`config.mk`:
```
export PLATFORM = sky130hd
export DESIGN_NAME = ps2_key_tracker
export DESIGN_NICKNAME = d
export VERILOG_FILES = /design/src/rtl/ps2_pkg.sv /design/src/rtl/ps2_frame_rx.sv /design/src/rtl/ps2_key_tracker.sv
export SDC_FILE = /design/constraint.sdc
export NUM_CORES = 1
export LEC_CHECK = 0
export BUFFER_PORTS_ARGS = -buffer_cell sky130_fd_sc_hd__buf_2
export CORE_MARGIN = 2
export CORE_UTILIZATION = 55
export CTS_CLUSTER_DIAMETER = 150
export CTS_CLUSTER_SIZE = 25
export DETAILED_ROUTE_END_ITERATION = 12
export GPL_ROUTABILITY_DRIVEN = 0
export PLACE_DENSITY = 0.77
export SETUP_SLACK_MARGIN = 0.4
export SLEW_MARGIN = 30
export SYNTH_ARGS = -nofsm -noshare
export SYNTH_HDL_FRONTEND = slang
export SYNTH_SLANG_ARGS = --single-unit
```
`constraint.sdc`:
```
create_clock -name clk -period 2.6 [get_ports clk]
set_clock_uncertainty 0.1 [all_clocks]
set_input_delay 0.13 -clock clk [delete_from_list [all_inputs] [get_ports clk]]
set_output_delay 0.13 -clock clk [all_outputs]
set_load 0.01 [all_outputs]
```
`src/rtl/ps2_pkg.sv`:
```
// Shared types and constants for the PS/2 keyboard front end.
package ps2_pkg;

  typedef enum logic [1:0] {
    IDLE   = 2'd0,
    DATA   = 2'd1,
    PARITY = 2'd2,
    STOP   = 2'd3
  } Ps2State;

  localparam logic [7:0] PS2_EXT = 8'hE0;
  localparam logic [7:0] PS2_BRK = 8'hF0;

  localparam int DEFAULT_NUM_KEYS = 13;

  // {ext, scan}: digits 1..7, '=', '-', up, down, left, right
  localparam logic [8:0] DEFAULT_KEY_MAP [DEFAULT_NUM_KEYS] = '{
    9'h016, 9'h01E, 9'h026, 9'h025, 9'h02E, 9'h036, 9'h03D,
    9'h055, 9'h04E, 9'h175, 9'h172, 9'h16B, 9'h174
  };

endpackage

```
`src/rtl/ps2_frame_rx.sv`:
```
// PS/2 frame receiver: pin synchronisers, 11-bit frame FSM, inter-bit timeout.
//   state  | meaning
//   IDLE   | waiting for a start bit (falling edge with data low)
//   DATA   | shifting in 8 data bits, LSB first
//   PARITY | capturing the parity bit
//   STOP   | checking stop bit and odd parity, emitting result pulse
module ps2_frame_rx
  import ps2_pkg::*;
#(
  parameter int SYNC_STAGES    = 2,
  parameter int TIMEOUT_CYCLES = 100000
) (
  input  logic       clk,
  input  logic       sys_rst_n,
  input  logic       ps2_clk,
  input  logic       ps2_data,
  output logic       rx_valid,
  output logic [7:0] rx_byte,
  output logic       err_parity,
  output logic       err_frame,
  output logic       err_timeout
);

  localparam int TW = (TIMEOUT_CYCLES > 2) ? $clog2(TIMEOUT_CYCLES) : 1;

  // One extra flop on the clock chain holds the previous synchronised level.
  logic [SYNC_STAGES:0]   clk_s;
  logic [SYNC_STAGES-1:0] data_s;
  logic                   fall;
  logic                   data_bit;

  always_ff @(posedge clk or negedge sys_rst_n) begin
    if (!sys_rst_n) begin
      clk_s  <= '1;
      data_s <= '1;
    end else begin
      clk_s  <= {clk_s[SYNC_STAGES-1:0], ps2_clk};
      data_s <= {data_s[SYNC_STAGES-2:0], ps2_data};
    end
  end

  assign fall     = clk_s[SYNC_STAGES] & ~clk_s[SYNC_STAGES-1];
  assign data_bit = data_s[SYNC_STAGES-1];

  Ps2State       state;
  logic [7:0]    shift;
  logic [2:0]    bit_cnt;
  logic          par_bit;
  logic [TW-1:0] tcnt;

  always_ff @(posedge clk or negedge sys_rst_n) begin
    if (!sys_rst_n) begin
      state       <= IDLE;
      shift       <= '0;
      bit_cnt     <= '0;
      par_bit     <= 1'b0;
      tcnt        <= '0;
      rx_valid    <= 1'b0;
      rx_byte     <= '0;
      err_parity  <= 1'b0;
      err_frame   <= 1'b0;
      err_timeout <= 1'b0;
    end else begin
      rx_valid    <= 1'b0;
      err_parity  <= 1'b0;
      err_frame   <= 1'b0;
      err_timeout <= 1'b0;

      // A falling edge takes priority over the terminal count.
      if (state == IDLE || fall) begin
        tcnt <= '0;
      end else if (tcnt == TW'(TIMEOUT_CYCLES - 1)) begin
        tcnt        <= '0;
        state       <= IDLE;
        err_timeout <= 1'b1;
      end else begin
        tcnt <= tcnt + 1'b1;
      end

      if (fall) begin
        case (state)
          IDLE: begin
            if (!data_bit) begin
              state   <= DATA;
              shift   <= '0;
              bit_cnt <= '0;
            end
          end
          DATA: begin
            shift[bit_cnt] <= data_bit;
            bit_cnt        <= bit_cnt + 3'd1;
            if (bit_cnt == 3'd7) state <= PARITY;
          end
          PARITY: begin
            par_bit <= data_bit;
            state   <= STOP;
          end
          STOP: begin
            if (^{shift, par_bit} != 1'b1) begin
              err_parity <= 1'b1;
            end else if (!data_bit) begin
              err_frame <= 1'b1;
            end else begin
              rx_valid <= 1'b1;
              rx_byte  <= shift;
            end
            state <= IDLE;
          end
          default: state <= IDLE;
        endcase
      end
    end
  end

endmodule

```
`src/rtl/ps2_key_tracker.sv`:
```
// PS/2 keyboard front end: frame receive, E0/F0 prefix decode, held-key bitmap.
module ps2_key_tracker
  import ps2_pkg::*;
#(
  parameter int         NUM_KEYS       = DEFAULT_NUM_KEYS,
  parameter int         SYNC_STAGES    = 2,
  parameter int         TIMEOUT_CYCLES = 100000,
  parameter logic [8:0] KEY_MAP [NUM_KEYS] = DEFAULT_KEY_MAP
) (
  input  logic                clk,
  input  logic                sys_rst_n,
  input  logic                ps2_clk,
  input  logic                ps2_data,
  output logic [NUM_KEYS-1:0] key_held,
  output logic [NUM_KEYS-1:0] key_press,
  output logic [NUM_KEYS-1:0] key_release,
  output logic                rx_valid,
  output logic [7:0]          rx_byte,
  output logic                err_parity,
  output logic                err_frame,
  output logic                err_timeout
);

  ps2_frame_rx #(
    .SYNC_STAGES   (SYNC_STAGES),
    .TIMEOUT_CYCLES(TIMEOUT_CYCLES)
  ) u_frame_rx (
    .clk        (clk),
    .sys_rst_n  (sys_rst_n),
    .ps2_clk    (ps2_clk),
    .ps2_data   (ps2_data),
    .rx_valid   (rx_valid),
    .rx_byte    (rx_byte),
    .err_parity (err_parity),
    .err_frame  (err_frame),
    .err_timeout(err_timeout)
  );

  logic                ext;
  logic                brk;
  logic [NUM_KEYS-1:0] hit;

  // Scan from the top so the lowest matching index is left in the one-hot.
  always_comb begin
    hit = '0;
    for (int i = NUM_KEYS - 1; i >= 0; i--) begin
      if (KEY_MAP[i] == {ext, rx_byte}) begin
        hit    = '0;
        hit[i] = 1'b1;
      end
    end
  end

  always_ff @(posedge clk or negedge sys_rst_n) begin
    if (!sys_rst_n) begin
      key_held    <= '0;
      key_press   <= '0;
      key_release <= '0;
      ext         <= 1'b0;
      brk         <= 1'b0;
    end else begin
      key_press   <= '0;
      key_release <= '0;
      if (err_parity || err_frame || err_timeout) begin
        ext <= 1'b0;
        brk <= 1'b0;
      end else if (rx_valid) begin
        if (rx_byte == PS2_EXT) begin
          ext <= 1'b1;
        end else if (rx_byte == PS2_BRK) begin
          brk <= 1'b1;
        end else begin
          ext <= 1'b0;
          brk <= 1'b0;
          if (brk) begin
            key_held    <= key_held & ~(hit & key_held);
            key_release <= hit & key_held;
          end else begin
            key_held  <= key_held | hit;
            key_press <= hit & ~key_held;
          end
        end
      end
    end
  end

endmodule

```
; ---- Word level (Yosys, flattened, before mapping)
; Cells that the tools add are included.
; Widths: inputs -> output; s select.
[classes]
addsub = 2
magnitude_cmp = 2
n_eq_ne = 23
mux = 60
n_bitwise = 11
reduce_logical = 14
[ops]
columns = op, count
row1 = $mux 13, 24
row2 = $eq 6x9->1 const A, 5
row3 = $and 13x13->13, 3
row4 = $eq 9x9->1 const A, 4
row5 = $mux 17, 2
row6 = $not 13->13, 2
row7 = $mux 1, 22
row8 = $eq 5x9->1 const A, 2
row9 = $eq 7x9->1 const A, 2
row10 = $add 17x1->17 const B, 1
row11 = $eq 17x17->1 const B, 1
row12 = $eq 8x8->1 const B, 2
row13 = $pmux 8 s2, 1
row14 = $or 13x13->13, 1
row15 = $mux 2, 5
row16 = $reduce_xor 9->1, 1
row17 = $bwmux 8, 1
row18 = $mux 8, 1
row19 = $pmux 2 s4, 1
row20 = $reduce_and 4->1, 2
row21 = $pmux 3 s2, 1
row22 = $reduce_and 2->1, 3
row23 = $eq 2x2->1 const B, 2
row24 = $lt 3x4->1 const B, 1
row25 = other kinds (15), 22
[totals]
regBits = 89
input_bits = 4
output_inout_bits = 51
elab_cells = 129

; ---- Depth between registers and ports, before layout
[logic_depth]
depth_word = 20
mapped_depth = 7
depth_no_buf = 5

; ---- Modules after synthesis
; A second synthesis with hierarchy kept.
[unflattened]
hier_cells = 351
area_unflattened_um2 = 3901.2
[by_module_without_submodules]
columns = mod, instances, cells_each, area_per_inst_um2, seq_area_each_um2
row1 = ps2_frame_rx, 1, 202, 2209.6, 1207.4
row2 = ps2_key_tracker, 1, 149, 1691.6, 1026.0

; ---- Worst setup path after synthesis
; OpenSTA, ideal clock, no wires.
[synth_timing]
kind = reg-to-reg
start = register u_frame_rx.rx_byte[4]
end = register with a tool-made name
setup_ps = 135
t_arrival_ps = 1720
t_required_ps = 2365
path_slack_ps = 646
path_stages_with_launch = 6
n_path_buf = 1
synth_period_minus_slack_ps = 1954
path_cell_list = dfrtp_1 > buf_2 > or3b_1 > or4b_1 > o21ai_0 > o31ai_1
[synth_rtl]
columns = item, line_no
row1 = "start, declared", ps2_frame_rx.sv:18  ; output logic [7:0] rx_byte,
row2 = "start signal, assigned", ps2_frame_rx.sv:105  ; rx_byte <= shift;

; ---- Final worst setup path
[layout_timing]
start = register u_frame_rx.rx_byte[3]
end = register key_press[9]
[layout_via]
elab_chain_cells = 19
elab_cells_between_ends = 32
cone_classes = eq/ne (14) / mux (17) / bitwise (1)
[layout_rtl]
columns = item, line_no
row1 = $eq 9x9->1, ps2_key_tracker.sv:47  ; if (KEY_MAP[i] == {ext, rx_byte}) begin
row2 = $mux 13 (12 in series), ps2_key_tracker.sv:47
row3 = $and 13x13->13, ps2_key_tracker.sv:80  ; key_press <= hit & ~key_held;
row4 = $mux 13, ps2_key_tracker.sv:75  ; if (brk) begin
row5 = $mux 13, ps2_key_tracker.sv:70  ; end else if (rx_byte == PS2_BRK) begin
row6 = $mux 13 (*), ps2_key_tracker.sv:68  ; if (rx_byte == PS2_EXT) begin
row7 = $mux 13 (*), ps2_key_tracker.sv:67  ; end else if (rx_valid) begin
row8 = $mux 13 (*), ps2_key_tracker.sv:64  ; if (err_parity || err_frame || err_timeout) begin
row9 = "end signal, assigned", ps2_key_tracker.sv:80
row10 = "end, declared", ps2_key_tracker.sv:15  ; output logic [NUM_KEYS-1:0] key_press,
; Mark *: on every way between the ends. The rest lies on a longest branch, timed or not.
; A chain may end at the register's enable or synchronous reset.

==> out/metrics.yaml <==
run_status:
  status: "finished clean"
finish:
  syn_to_final_growth_pct: 15.4
  final_nets: 417
  instances_no_fill: 511
  drive_gt1_share_pct: 22.9
  multi_input_area_mm2: 0.00156
  filler_cell_count: 545
  antennaDiodeCount: 0
  ff_latch_area_mm2: 0.00223
  final_cell_mix: "dfrtp_1 (84), buf_2 (53), o21ai_0 (31)"
  layout_commonest_cell: "dfrtp_1"
die:
  die_w_um: 88.6
  io_pins: 55
  die_y_um: 88.6
  core_mm2: 0.00687
  initial_core_util_pct: 57.3
  num_rows: 30
  dieArea_mm2: 0.00785
critical_path:
  path_class: "reg2reg"
  cp_slowest_cell: "or3b_2"
  cp_num_buf_inv: 0
  cp_data_arrival_time_ns: 2.18
  start_kind: "register"
  crit_chain: "or3b_2, o211ai_2, nand2b_1, nor4_1"
  endpoint_kind: "register"
  crit_family: "simple AND/OR/NAND/NOR gates"
  critical_path_peak_fanout: 13
  worstPathRequired_ns: 2.71
  max_stage_delay_ns: 0.51
global_routing:
  grt_pass1_wl_um: 12500
  grt_max_degree: 51
  track_usage_pct: 21.0
  grt_pass1_vias: 2646
  antenna_found_initial: 0
  gr-total-overflow: 0
sta:
  slew_headroom_pct: 58.9
  rsz0062_at_grt: "false"
  slew_viol_final: 0
  finalCritPeriodShare_pct: 79.6
  hold_viol: 0
  max_freq_mhz: 483
  setup_violations: 0
  tightest_slew_ns: 0.616
  setup_tns_ns: 0
  finalCriticalPeriod_ns: 2.07
flow_run:
  cap_violations: 0
clocking:
  cts_tree: "built"
  cts_setup_buffers: 0
  root_buffer: "clkbuf_8"
  cts.sinks: 89
  cts_buffers: 9
  cts_buffer_depth: 2
  htree_levels: 3
  clkLatencyLatePin_ns: 0.35
  clk_transition_reported_paths_ns: 0.08
drt:
  drt_wl_total_um: 7560
  first_iter_violations: 113
  dr.pass1.iters: 4
  antenna_left: 0
  drc: 0
  viasPerCell: 5.62
  dr_total_vias: 2871
  wl_per_cell_um: 14.8
place:
  portBuffers: 54
  hpwl_um: 5220
  dp.cells: 492
logic_synthesis:
  synthArstFlopShare_pct: 100
  netlist_area_mm2: 0.00394
  avgSynthCellArea_um2: 11.0
  synth_nets: 365
  ys_warn_count: 0
  ys_seq_area_share_pct: 56.7
  synth_seq_cells: 89
  netlist_instances: 358
  synth.distinct_cells: 47
  synthFlopType: "dfrtp_1"
  synth_enable_flop_cells: 0
power_and_ir_drop:
  irDropWorstVdd_uv: 438
  intPower_mw: 2.21
  p_sw_share_pct: 25.8
  power_switching_uw: 768
  power_frac_seq_pct: 52.4
  p_leak_nw: 2.10
  power_density_mw_per_mm2: 655
  combinationalPowerShare_pct: 12.8
  clkPwrFrac_pct: 34.8
hold_path:
  hp-class: "in2async"
cell usage after synthesis (2+ instances only):
library cell   n  area share (%)
nor4b_1        2            0.44
nor2b_1        4            0.64
nor2_1        21             2.0
nand3_1       11             1.4
nor4bb_1       3            0.76
nor3_1        18             2.3
and4_1         4            0.89
nand2_1       14             1.3
nand2b_1       5            0.79
inv_1         17             1.6
a22o_1         2            0.44
buf_2          5            0.64
nor4_1        14             2.2
and4b_1        2            0.51
mux2_2        12             3.4
dfstp_2        5             3.3
xor2_1        11             2.4
o21a_1         3            0.57
ha_1           3            0.95
or3_1          4            0.64
a31oi_1        4            0.64
o31ai_1       13             2.5
nand4_1        9             1.4
a21oi_1        8             1.0
and3_1         4            0.64
dfrtp_1       84              53
clkbuf_1      14             1.3
nand4b_1       2            0.44
and2_1         3            0.48
nand4bb_1      2            0.57
nor3b_1        4            0.76
or4_1          2            0.38
o21ai_0       31             3.9
nand3b_1       2            0.38
xnor2_1        4            0.89
metrics by stage:
| step | setup slack (ns) | instance area [µm²] | utilization, % | power (mW) | hold slack [ns] |
|---|---|---|---|---|---|
| final | 0.530 | 4540 | 66.1 | 2.97 | 0.233 |
| after CTS | 0.515 | 4540 | 66.1 | 3.00 | 0.240 |
| after floorplan | 0.646 | 3940 | - | 1.86 | -0.266 |
| after global routing | 0.426 | 4540 | 66.1 | 3.13 | 0.267 |
| after detailed placement | 0.514 | 4290 | 62.4 | 1.96 | 0.0862 |
| after global placement | 0.612 | 4290 | 62.4 | 1.94 | 0.0853 |
power groups by stage:
| stage | Clock (mW) | Sequential, mW | Combinational (mW) |
|---|---|---|---|
| final | 1.03 | 1.56 | 0.382 |
| after global routing | 1.11 | 1.58 | 0.435 |
| after CTS | 1.06 | 1.56 | 0.387 |
| after detailed placement | 0 | 1.58 | 0.380 |
| after global placement | 0 | 1.58 | 0.365 |
| after floorplan | 0 | 1.52 | 0.345 |
cell families (layout without fill, tap and decap cells):
logic type,after synthesis,after routing,synth area share (%)
AO/OA/AOI/OAI,64,64,9.85
XOR/XNOR,17,17,4.51
flip-flops,89,89,56.7
AND/OR/NAND/NOR,134,134,19.9
multiplexers,14,14,4.26
buffers and inverters,37,94,3.78
adder cells (fa/ha/maj),3,3,0.953
layer usage:
metal  share of wire (%)  GRT usage [%]  up-vias
met1                  45           27.0     1386
met3                 4.4           5.04       14
met4                 1.9           9.64        0
li1                    -              -     1402
met2                  49           33.7       69
met5                   0              0        -
worst paths after layout:
path	from	endpoint	slack, ns	depth (start not counted)
max	u_frame_rx.rx_byte[3]$_DFFE_PN0P_	key_press[9]$_DFF_PN0_	0.53	4
min	sys_rst_n	key_release[4]$_DFF_PN0_	0.23	2
max reg2reg	u_frame_rx.rx_byte[3]$_DFFE_PN0P_	key_press[9]$_DFF_PN0_	0.53	4
min reg2reg	u_frame_rx.clk_s[0]$_DFF_PN1_	u_frame_rx.clk_s[1]$_DFF_PN1_	0.26	0
max in group asynchronous	sys_rst_n	u_frame_rx.data_s[1]$_DFF_PN1_	1.47	3
min in group clk	u_frame_rx.clk_s[0]$_DFF_PN1_	u_frame_rx.clk_s[1]$_DFF_PN1_	0.26	0
layout make-up:
cell class              count  share of cell area (%)
repair buffers             61                    7.60
inverters                  17                    1.49
multi-input cells         232                    34.2
clock inverters             4                    1.68
well taps                  96                    2.64
clock buffers              12                    3.19
flip-flops and latches     89                    49.2
timing repair:
action / in CTS / in global routing
endpoints found under the setup margin: 0 / 1
resized for setup: 0 / 1
hold buffers: 3 / 0
endpoints found under the hold margin: 51 / 0
Power figures use the tool's default switching activity.
